`src/rtl/video_timing_gen.sv`:
```
// Raster timing generator for the LVDS transmitter: produces registered hsync/vsync/de,
// pixel coordinates, a frame-start strobe and built-in RGB test patterns.
module video_timing_gen #(
    parameter int H_ACTIVE = 1024,
    parameter int H_FP     = 24,
    parameter int H_SYNC   = 136,
    parameter int H_BP     = 160,
    parameter int V_ACTIVE = 768,
    parameter int V_FP     = 3,
    parameter int V_SYNC   = 6,
    parameter int V_BP     = 29,
    parameter bit HS_POL   = 1'b0,
    parameter bit VS_POL   = 1'b0
) (
    input  logic        clk,
    input  logic        rst,
    input  logic        enable,
    input  logic [1:0]  pattern,
    output logic        hsync,
    output logic        vsync,
    output logic        de,
    output logic [7:0]  red,
    output logic [7:0]  green,
    output logic [7:0]  blue,
    output logic [10:0] x,
    output logic [10:0] y,
    output logic        frame_start,
    output logic [3:0]  fsm_state
);

    localparam int H_TOTAL = H_ACTIVE + H_FP + H_SYNC + H_BP;
    localparam int V_TOTAL = V_ACTIVE + V_FP + V_SYNC + V_BP;
    localparam int H_W     = $clog2(H_TOTAL);
    localparam int V_W     = $clog2(V_TOTAL);
    localparam int BAR_W   = H_ACTIVE / 8;
    localparam int SUB_W   = (BAR_W > 1) ? $clog2(BAR_W) : 1;

    localparam logic [H_W-1:0] H_ACT_END  = H_W'(H_ACTIVE - 1);
    localparam logic [H_W-1:0] H_FP_END   = H_W'(H_ACTIVE + H_FP - 1);
    localparam logic [H_W-1:0] H_SYNC_END = H_W'(H_ACTIVE + H_FP + H_SYNC - 1);
    localparam logic [H_W-1:0] H_LAST     = H_W'(H_TOTAL - 1);
    localparam logic [V_W-1:0] V_ACT_END  = V_W'(V_ACTIVE - 1);
    localparam logic [V_W-1:0] V_FP_END   = V_W'(V_ACTIVE + V_FP - 1);
    localparam logic [V_W-1:0] V_SYNC_END = V_W'(V_ACTIVE + V_FP + V_SYNC - 1);
    localparam logic [V_W-1:0] V_LAST     = V_W'(V_TOTAL - 1);
    localparam logic [SUB_W-1:0] SUB_LAST = SUB_W'(BAR_W - 1);
    localparam logic [23:0] WHITE = 24'hFFFFFF;

    typedef enum logic [1:0] {
        ST_ACTIVE = 2'd0,
        ST_FP     = 2'd1,
        ST_SYNC   = 2'd2,
        ST_BP     = 2'd3
    } axis_state_t;

    axis_state_t      h_state, v_state;
    logic [H_W-1:0]   h_cnt;
    logic [V_W-1:0]   v_cnt;
    logic [7:0]       frame_cnt;
    logic [1:0]       pattern_q;
    logic [2:0]       bar_idx;
    logic [SUB_W-1:0] bar_sub;
    logic             bar_over;

    logic        h_wrap, v_last, pix_active, frame_first;
    logic [10:0] h_cnt11, v_cnt11;
    logic [1:0]  cur_pat;
    logic [7:0]  ramp;
    logic [23:0] bar_rgb, pix_rgb;

    assign fsm_state   = {h_state, v_state};
    assign h_wrap      = (h_cnt == H_LAST);
    assign v_last      = (v_cnt == V_LAST);
    assign pix_active  = (h_state == ST_ACTIVE) && (v_state == ST_ACTIVE);
    assign frame_first = (h_cnt == '0) && (v_cnt == '0);
    assign h_cnt11     = 11'(h_cnt);
    assign v_cnt11     = 11'(v_cnt);

    // The pattern for pixel (0,0) comes straight from the input; the rest of the frame uses the latched copy.
    assign cur_pat = frame_first ? pattern : pattern_q;
    assign ramp    = h_cnt11[7:0] + frame_cnt;

    always_comb begin
        bar_rgb = 24'h000000;
        case (bar_idx)
            3'd0: bar_rgb = 24'hFFFFFF;
            3'd1: bar_rgb = 24'hFFFF00;
            3'd2: bar_rgb = 24'h00FFFF;
            3'd3: bar_rgb = 24'h00FF00;
            3'd4: bar_rgb = 24'hFF00FF;
            3'd5: bar_rgb = 24'hFF0000;
            3'd6: bar_rgb = 24'h0000FF;
            default: bar_rgb = 24'h000000;
        endcase
        if (bar_over) begin
            bar_rgb = 24'h000000;
        end
    end

    always_comb begin
        pix_rgb = 24'h000000;
        case (cur_pat)
            2'd0: pix_rgb = bar_rgb;
            2'd1: pix_rgb = {ramp, ramp, ramp};
            2'd2: pix_rgb = (h_cnt11[5] ^ v_cnt11[5]) ? WHITE : 24'h000000;
            default: pix_rgb = WHITE;
        endcase
    end

    always_ff @(posedge clk) begin
        if (rst || !enable) begin
            h_cnt       <= '0;
            v_cnt       <= '0;
            h_state     <= ST_ACTIVE;
            v_state     <= ST_ACTIVE;
            bar_idx     <= '0;
            bar_sub     <= '0;
            bar_over    <= 1'b0;
            de          <= 1'b0;
            hsync       <= ~HS_POL;
            vsync       <= ~VS_POL;
            red         <= '0;
            green       <= '0;
            blue        <= '0;
            x           <= '0;
            y           <= '0;
            frame_start <= 1'b0;
            // Idle keeps frame_cnt so the ramp continues after a pause; only reset clears it.
            if (rst) begin
                frame_cnt <= '0;
                pattern_q <= '0;
            end
        end else begin
            de                  <= pix_active;
            hsync               <= (h_state == ST_SYNC) ? HS_POL : ~HS_POL;
            vsync               <= (v_state == ST_SYNC) ? VS_POL : ~VS_POL;
            {red, green, blue}  <= pix_active ? pix_rgb : 24'h000000;
            x                   <= pix_active ? h_cnt11 : 11'd0;
            y                   <= pix_active ? v_cnt11 : 11'd0;
            frame_start         <= frame_first;
            if (frame_first) begin
                pattern_q <= pattern;
            end

            h_cnt <= h_wrap ? '0 : h_cnt + H_W'(1);
            if (h_wrap) begin
                v_cnt <= v_last ? '0 : v_cnt + V_W'(1);
                if (v_last) begin
                    frame_cnt <= frame_cnt + 8'd1;
                end
            end

            case (h_state)
                ST_ACTIVE: if (h_cnt == H_ACT_END)  h_state <= ST_FP;
                ST_FP:     if (h_cnt == H_FP_END)   h_state <= ST_SYNC;
                ST_SYNC:   if (h_cnt == H_SYNC_END) h_state <= ST_BP;
                ST_BP:     if (h_wrap)              h_state <= ST_ACTIVE;
                default:                            h_state <= ST_ACTIVE;
            endcase

            if (h_wrap) begin
                case (v_state)
                    ST_ACTIVE: if (v_cnt == V_ACT_END)  v_state <= ST_FP;
                    ST_FP:     if (v_cnt == V_FP_END)   v_state <= ST_SYNC;
                    ST_SYNC:   if (v_cnt == V_SYNC_END) v_state <= ST_BP;
                    ST_BP:     if (v_last)              v_state <= ST_ACTIVE;
                    default:                            v_state <= ST_ACTIVE;
                endcase
            end

            // Bar index steps every BAR_W active pixels; bar_over blacks out any remainder.
            if (h_wrap) begin
                bar_idx  <= '0;
                bar_sub  <= '0;
                bar_over <= 1'b0;
            end else if (h_state == ST_ACTIVE) begin
                if (bar_sub == SUB_LAST) begin
                    bar_sub <= '0;
                    bar_idx <= bar_idx + 3'd1;
                    if (bar_idx == 3'd7) begin
                        bar_over <= 1'b1;
                    end
                end else begin
                    bar_sub <= bar_sub + SUB_W'(1);
                end
            end
        end
    end

endmodule

```
`config.mk`:
```
export PLATFORM = sky130hd
export DESIGN_NAME = video_timing_gen
export DESIGN_NICKNAME = d
export VERILOG_FILES = /design/src/rtl/video_timing_gen.sv
export SDC_FILE = /design/constraint.sdc
export NUM_CORES = 1
export LEC_CHECK = 0
export CAP_MARGIN = 5
export CORE_UTILIZATION = 45
export DETAILED_ROUTE_END_ITERATION = 10
export PLACE_DENSITY = 0.68
export SLEW_MARGIN = 40
export SYNTH_ARGS = -nofsm -noshare
export SYNTH_HDL_FRONTEND = slang
export SYNTH_SLANG_ARGS = --single-unit
```
`constraint.sdc`:
```
create_clock -name clk -period 2.5 [get_ports clk]
set_input_delay 0.25 -clock clk [delete_from_list [all_inputs] [get_ports clk]]
set_output_delay 0.25 -clock clk [all_outputs]
set_load 0.02 [all_outputs]
```
==> results_dict.tcl <==
set metrics [dict create \
    outcome "completed" \
    multiInputGateArea_sq_mm 0.00212 \
    post_drt_wl_per_cell_um 13.8 \
    syn-cell-area_sq_mm 0.00428 \
    rsz0062_at_grt "yes" \
    fmax_mhz 426 \
    io_buffers 57 \
    setup_viol 0 \
    tightest_slew_ns 0.794 \
    die_area_sq_mm 0.00990 \
    grt_pass1_vias 3124 \
    cts_root_buf "clkbuf_8" \
    grt_remaining_overflow 0 \
    grt_use_total 0.190 \
    dp.final_hpwl_mm 6.77 \
    synth_edf_count 10 \
    synth_top_cell_by_area "dfxtp_1" \
    finalHoldViolations 0 \
    avgSynthCellArea_sq_um 9.36 \
    use_met1 0.251 \
    grt.busiest_layer "met2" \
    nFillCells 824 \
    cp_max_fo 6 \
    ys_seq_elements 95 \
    antenna_found_initial 0 \
    htreeDepth 3 \
    wl_mm 9.01 \
    critical_path_arrival_ns 2.66 \
    grt_first_pass_wirelength_mm 14.7 \
    end_kind "flop" \
    timing.final.crit_share 0.940 \
    slew_headroom 0.471 \
    hold_path.class "reg -> reg" \
    start_kind "flop" \
    io_pins 59 \
    vias_per_cell 5.10 \
    ys_warn_count 0 \
    yosysMostFrequentCell "dfxtp_1" \
    place.gp.congestion 0.830 \
    cts_setup_buffers 0 \
    dp.cells 638 \
    firstDrtPassIters 4 \
    row_count 35 \
    layout.area.seq_sq_mm 0.00200 \
    final_cells 654 \
    drive_above_1_share 0.0971 \
    drv_cap 0 \
    cts_tree "yes" \
    fp.dieW_um 99.5 \
    synthesis.nets 492 \
    async_flop_share 0 \
    synth_cell_types 57 \
    cts_buffers 9 \
    nNetsFinal 555 \
    ys_seq_area_frac 0.468 \
    slew_violations 0 \
    use_met2 0.314 \
    min_period_ns 2.35 \
    clk_latency_ns 0.37 \
    ir_drop_v 0.000299 \
    post-route-util 0.566 \
    syn_to_final_growth_pct 22.3 \
    yosysTopAreaCellShare 0.398 \
    cts.sinks 95 \
    grt_max_degree 33 \
    synthTopCellsByCount "dfxtp_1 (85), nor2_1 (59), ha_1 (29)" \
    clockBufferDepth 2 \
    drtIter0Drc 145 \
    die_h_um 99.5 \
    start_util 0.463 \
    core_area_sq_mm 0.00924 \
    antenna_cells 0 \
    use_met3 0.0281 \
    leakage_nw 1.98 \
    synth_cells 457 \
    drc_errors 0 \
    crit_required_ns 2.81 \
    synthFlopType "dfxtp_1" \
    synth_area_leaders "dfxtp_1 (40%), ha_1 (8.5%), edfxtp_1 (7.0%)" \
    path_class "reg -> reg" \
    powerDensity_mw_per_mm2 548 \
    vias 3335 \
    fin_skew_ns 0.0109 \
    cts.clk_slew.worst_paths_ns 0.10 \
    ant_nets 0 \
]
==> flip-flops by register name (all words and copies together), names as in the netlist, 2 cells and up <==
| register | count |
|---|---|
| bar_idx | 3 |
| pattern_q | 2 |
| x | 11 |
| green | 8 |
| frame_cnt | 8 |
| h_state | 2 |
| bar_sub | 7 |
| v_state | 2 |
| y | 10 |
| v_cnt | 10 |
| blue | 8 |
| h_cnt | 11 |
| red | 8 |
==> path summary, 6_finish.rpt <==
check / startpoint / to / slack (ns) / depth (start not counted)
min: v_cnt[1]$_SDFFE_PP0P_ / v_cnt[1]$_SDFFE_PP0P_ / 0.50 / 2
min reg2reg: v_cnt[1]$_SDFFE_PP0P_ / v_cnt[1]$_SDFFE_PP0P_ / 0.50 / 2
max reg2reg: v_cnt[0]$_SDFFE_PP0P_ / blue[7]$_SDFF_PP0_ / 0.15 / 9
max: v_cnt[0]$_SDFFE_PP0P_ / blue[7]$_SDFF_PP0_ / 0.15 / 9
==> power breakdown <==
group	switching [W]	internal, W	total (W)
Sequential	0.0000266	0.00159	0.00161
Clock	0.000579	0.000386	0.000966
Combinational	0.000164	0.000124	0.000289
Total	0.000770	0.00210	0.00287
==> kinds of logic after synthesis <==
group,share of synthesized area
AOI/OAI and AO/OA,0.102
xor gates and xnor gates,0.0676
adders and majority gates,0.0895
buffers and inverters,0.0389
DFF,0.468
muxes,0.0123
other,0.000877
and+or+nand+nor,0.221
==> critical path, cell delays in order (launching register included) <==
cell and delay [ns]:
dfxtp_1 0.36, inv_1 0.13, ha_1 0.15, or3b_4 0.37, or2_4 0.26, or4b_4 0.52, o21ai_2 0.11, buf_4 0.19
nand2_4 0.05, a31oi_1 0.15
==> cells in the final DEF, fill, tap and decap left out, types with 3 or more instances in the layout <==
master / netlist / final
a21oi_1: 23 / 23
a31oi_1: 10 / 10
and2_1: 20 / 20
and3_1: 5 / 5
buf_4: 1 / 16
clkbuf_8: 0 / 9
clkdlybuf4s50_1: 0 / 57
dfxtp_1: 85 / 85
edfxtp_1: 10 / 10
ha_1: 29 / 29
inv_1: 18 / 18
inv_6: 0 / 4
nand2_1: 27 / 27
nand2b_1: 5 / 5
nand3_1: 23 / 23
nand3b_1: 3 / 3
nand4_1: 9 / 9
nor2_1: 59 / 58
nor3_1: 11 / 11
nor4b_1: 3 / 3
o21ai_0: 17 / 17
o31ai_1: 4 / 4
or3_1: 3 / 3
xnor2_1: 14 / 14
xor2_1: 19 / 19
==> through the flow <==
stage	area, sq um	hold slack, ns	power, W	setup TNS (ns)	setup slack (ns)
floorplan	4280	0.456	0.00182	0	0.285
global placement	5030	0.476	0.00193	0	0.182
detailed placement	5030	0.488	0.00193	0	0.118
CTS	5220	0.504	0.00289	0	0.108
global route	5230	0.528	0.00299	-0.0189	-0.0157
finish	5230	0.502	0.00287	0	0.150
==> cell type report <==
cell class,instances,area share
Clock buffer,9,0.0237
Clock inverter,7,0.0122
Inverter,18,0.0129
Multi-Input combinational cell,323,0.406
Sequential cell,95,0.383
Tap cell,129,0.0308
Timing Repair Buffer,73,0.132
==> repair_timing <==
action / CTS / global route
hold buffers: 0 / 0
resized for setup: 0 / 3
hold endpoints to repair: 0 / 0
endpoints found under the setup margin: 0 / 15
==> per-layer routing <==
metal | vias up | wire length [um]
met5 | - | 0
met4 | 0 | 133
met3 | 12 | 336
met2 | 79 | 4150
met1 | 1559 | 4390
li1 | 1685 | -
No activity file was read; power rests on OpenSTA's default activity.
